$ cat config.mk
export PLATFORM = sky130hd
export DESIGN_NAME = if_stage_pipe
export DESIGN_NICKNAME = d
export VERILOG_FILES = /design/src/rtl/if_stage_pipe.sv
export SDC_FILE = /design/constraint.sdc
export NUM_CORES = 1
export LEC_CHECK = 0
export CORE_AREA = 2 2 133 167
export DETAILED_ROUTE_END_ITERATION = 12
export DIE_AREA = 0 0 135 169
export GPL_TIMING_DRIVEN = 0
export SYNTH_ARGS = -nofsm -noshare
export SYNTH_HDL_FRONTEND = slang
export SYNTH_SLANG_ARGS = --single-unit
$ cat constraint.sdc
create_clock -name CLK -period 6.09 [get_ports CLK]
set_clock_uncertainty 0.1 [all_clocks]
set_input_delay 0.9135 -clock CLK [delete_from_list [all_inputs] [get_ports CLK]]
set_output_delay 0.9135 -clock CLK [all_outputs]
set_load 0.02 [all_outputs]
$ cat src/rtl/if_stage_pipe.sv
// if_stage_pipe: instruction-fetch stage with PC, IF/ID register, stall/flush control and saturating debug counters
// Ports:
//   CLK, RST_N                  rising-edge clock, asynchronous active-low reset
//   HZld, IF_ID_ld              hazard-unit load enables for PC and IF/ID
//   branch_taken, branch_target ID-stage taken-branch redirect
//   imem_data / imem_addr       combinational instruction memory read port (addr = PC)
//   IF_ID_instr/pc4/valid       IF/ID pipeline register outputs
//   fetch_state                 00 RUN, 01 STALL, 10 FLUSH
//   stall_cnt, flush_cnt        saturating stall-cycle and flush counters
module if_stage_pipe #(
    parameter logic [31:0] RESET_VEC = 32'h0000_0000,
    parameter logic [31:0] NOP_INSTR = 32'h0000_0000,
    parameter int          CNT_W     = 16
) (
    input  logic             CLK,
    input  logic             RST_N,
    input  logic             HZld,
    input  logic             IF_ID_ld,
    input  logic             branch_taken,
    input  logic [31:0]      branch_target,
    input  logic [31:0]      imem_data,
    output logic [31:0]      imem_addr,
    output logic [31:0]      IF_ID_instr,
    output logic [31:0]      IF_ID_pc4,
    output logic             IF_ID_valid,
    output logic [1:0]       fetch_state,
    output logic [CNT_W-1:0] stall_cnt,
    output logic [CNT_W-1:0] flush_cnt
);
    typedef enum logic [1:0] {RUN = 2'b00, STALL = 2'b01, FLUSH = 2'b10} state_t;
    state_t      state, state_next;
    logic [31:0] pc, pc_next, instr_next, pc4_next;
    logic        valid_next;
    logic [31:0] pc_plus4;
    assign pc_plus4    = pc + 32'd4;
    assign imem_addr   = pc;
    assign fetch_state = state;
    always_ff @(posedge CLK or negedge RST_N) begin
        if (!RST_N) begin
            pc          <= RESET_VEC;
            IF_ID_instr <= NOP_INSTR;
            IF_ID_pc4   <= '0;
            IF_ID_valid <= 1'b0;
            state       <= RUN;
            stall_cnt   <= '0;
            flush_cnt   <= '0;
        end else begin
            pc          <= pc_next;
            IF_ID_instr <= instr_next;
            IF_ID_pc4   <= pc4_next;
            IF_ID_valid <= valid_next;
            state       <= state_next;
            if (state_next == STALL && !(&stall_cnt))
                stall_cnt <= stall_cnt + 1'b1;
            if (state_next == FLUSH && !(&flush_cnt))
                flush_cnt <= flush_cnt + 1'b1;
        end
    end
    // A branch sitting in a stalled ID stage is ignored; it is re-presented once HZld returns.
    always_comb begin
        pc_next    = pc;
        instr_next = IF_ID_instr;
        pc4_next   = IF_ID_pc4;
        valid_next = IF_ID_valid;
        state_next = RUN;
        if (!HZld) begin
            state_next = STALL;
            if (IF_ID_ld) begin
                instr_next = NOP_INSTR;
                pc4_next   = '0;
                valid_next = 1'b0;
            end
        end else if (branch_taken) begin
            state_next = FLUSH;
            pc_next    = {branch_target[31:2], 2'b00};
            instr_next = NOP_INSTR;
            pc4_next   = '0;
            valid_next = 1'b0;
        end else begin
            pc_next = pc_plus4;
            if (IF_ID_ld) begin
                instr_next = imem_data;
                pc4_next   = pc_plus4;
                valid_next = 1'b1;
            end
        end
    end
endmodule

==> qor.txt <==
status: finished, final reports clean
root cell of the clock tree: clkbuf_16
count of warnings emitted by yosys: 0
Tot Pwr: 2.78 mW
CTS resizes: 0
critical path class: in2reg
Remaining Overflow, GRT: 0
vias per cell: 5.18
P_leak: 3.69 nW
Fin. Hold Viols: 0
Critical Path End Type: register
Final Net Count: 899
WL final: 21600 um
Syn Area/Cell: 10.2 um2
Remaining DRCs: 0
hpwl dp: 15300 um
IO buf count: 194
RePlAce Congestion: 0.822
Initial DRC Count: 470
cell taking the most area after synthesis: dfrtp_1
Post-CTS Setup Inserts: 0
Most Frequent Cell on Critical Path: nand2_1
layout cells sized above 1: 5.72%
worst slew pin tran: 1080 ps
Syn Std Cell Area: 6250 um2
Die W: 135 um
fin area: 9140 um2
largest net degree at the start of global routing: 91
final worst path period share: 54.3%
vias in the first global route: 5795
dominant cells by area after synthesis: dfrtp_1 51%, a22o_1 4.8%, xor2_1 3.9%, nand2_1 3.3%, o21ai_0 2.6%
WP data required: 6320 ps
WL per Instance: 19.2 um
# IOs: 200
FF+latch count, synth: 128
CP arrival: 3540 ps
asr flop ratio synth: 100%
Setup Viol. Count Final: 0
antenna violations before repair: 2
startpoint types: input pin
crit path cell chain: clkdlybuf4s50_1 > nand2_1 > inv_1 > nor2_1 > clkbuf_1 > nand2_1 > o211ai_1
VDD IR max: 0.000265 V
register area share after synthesis: 51.3%
Mapped Cells: 612
dominant synthesized flop cell: dfrtp_1
TritonCTS clock tree: done
fmax: 302 MHz
Synth top area share: 51.3%
Die Area: 22800 um2
CTS clk-pin slew, worst paths: 60 ps
hold_buf cts: 0
family with the most delay on the worst path: buffers and inverters
Max Buffers Root-to-Sink: 2
Critical Path Slowest Stage Cell: nor2_1
Sink Count: 128
Routed Antenna Nets: 0
Area growth syn-to-layout: 46.2%
Post-synth EDFFs: 0
unrepaired setup endpoints after global routing: false
max_cap viols: 0
Slew headroom: 27.6%
H-tree depth: 4
core area: 21300 um2
drt first pass iters: 5
die height: 169 um
CP Max Fanout: 10
WP buf/inv: 3
row count: 60
worst-skew pair later-pin latency: 420 ps
Placed Area: 8570 um2
slowest stage delay, CP: 740 ps
first-pass GRT wire length: 33100 um
cell with the most instances after synthesis: dfrtp_1
fin. max-slew vios: 0
hold crit path type: in2async
fin crit period: 3310 ps
post-synthesis cell type count: 56
via count: 5798
Power Density: 304 nW/um2
total CTS buffers: 17
Post-synth top cells: 128 x dfrtp_1, 55 x nand2_1, 34 x a22o_1
initial core utilization: 29.3%
Total GRT Usage: 18.9%
[worst reg2reg max path: cells and delay by family (launching register included)]
kind / cells / cell delay [ps]
adders and majority gates: 1 / 300
and+or+nand+nor: 3 / 1450
DFF: 1 / 510
AOI/OAI and AO/OA: 1 / 350
[area by class of cell]
| type | count | area (um2) |
|---|---|---|
| diodes | 2 | 5.00 |
| multi-input cells | 427 | 2810 |
| clock inverters | 8 | 82.6 |
| flip-flops and latches | 128 | 3200 |
| clock buffers | 23 | 478 |
| well taps | 279 | 349 |
| plain buffers | 45 | 195 |
| inverters | 13 | 48.8 |
| repair buffers | 195 | 1970 |
| fillers | 2130 | 12200 |
[cell usage in the layout, fill, tap and decap left out, types with 4 or more instances in the layout]
cell type | synthesis | layout
a22o_1 | 34 | 34
buf_4 | 5 | 5
o211ai_1 | 8 | 8
a22oi_1 | 13 | 13
a211oi_1 | 4 | 4
clkbuf_1 | 33 | 36
o21ai_0 | 32 | 32
xor2_1 | 28 | 28
nand4_1 | 16 | 16
a221o_1 | 14 | 14
clkdlybuf4s50_1 | 0 | 193
o311ai_0 | 16 | 16
nor3_1 | 19 | 19
clkbuf_16 | 0 | 17
nor2_1 | 30 | 30
and4_1 | 8 | 8
clkinvlp_4 | 0 | 4
a311oi_1 | 6 | 6
and3_1 | 10 | 10
nand2b_1 | 4 | 4
nand3_1 | 31 | 31
nor4_1 | 18 | 18
inv_1 | 12 | 12
xnor2_1 | 14 | 14
dfrtp_1 | 128 | 128
nand2_1 | 55 | 55
a211o_1 | 5 | 5
and2_1 | 6 | 6
a21oi_1 | 16 | 16
buf_2 | 6 | 6
[path summary, 6_finish.rpt]
check	startpoint	end	cells past startpoint	slack [ps]
setup reg to reg	imem_addr[2]	IF_ID_pc4[24]	5	3260
setup / recovery	HZld	IF_ID_pc4[30]	7	2780
max in group asynchronous	RST_N	imem_addr[5]	2	4770
hold reg to reg	IF_ID_pc4[5]	IF_ID_pc4[5]	2	390
hold / removal	RST_N	IF_ID_pc4[5]	1	300
min in group CLK	IF_ID_pc4[5]	IF_ID_pc4[5]	2	390
[where the power goes]
part,leakage (nW),switching [mW],internal [mW]
clock,0.261,0.385,0.592
combinational,1.77,0.379,0.333
sequential,1.65,0.135,0.955
total,3.69,0.899,1.88
[metal layers]
| layer | track usage [%] | up-vias | share of wire (%) |
|---|---|---|---|
| met5 | 0 | - | 0 |
| met1 | 23.2 | 2856 | 42 |
| met4 | 7.16 | 0 | 2.3 |
| li1 | - | 2752 | - |
| met2 | 31.7 | 162 | 50 |
| met3 | 4.85 | 28 | 5.6 |
[per-stage QoR]
step / hold slack [ps] / util, % / setup TNS (ps) / std cells / worst slack [ps]
floorplan: 490 / - / 0 / 613 / 3640
detailed placement: 374 / 40.2 / 0 / 1087 / 2340
CTS: 305 / 42.8 / 0 / 1118 / 2780
global route: 316 / 42.8 / 0 / 1118 / 2540
global placement: 364 / 40.1 / -187390 / 1086 / -1480
finish: 303 / 42.9 / 0 / 1120 / 2780
[sequential cells by signal, indices dropped and copies added, names as in the netlist]
signal       flops
IF_ID_valid      1
flush_cnt       16
IF_ID_instr     32
fetch_state      2
IF_ID_pc4       31
imem_addr       30
stall_cnt       16
[cell families after synthesis]
kind of cell | count (synthesis) | share of synthesized area (%)
XOR/XNOR | 42 | 5.89
other | 1 | 0.0600
buffers and inverters | 58 | 3.90
multiplexers | 4 | 0.701
adder cells (fa/ha/maj) | 3 | 0.601
flip-flops | 128 | 51.3
AO/OA/AOI/OAI | 162 | 19.5
AND/OR/NAND/NOR | 214 | 18.1
No activity file was read; power rests on OpenSTA's default activity.
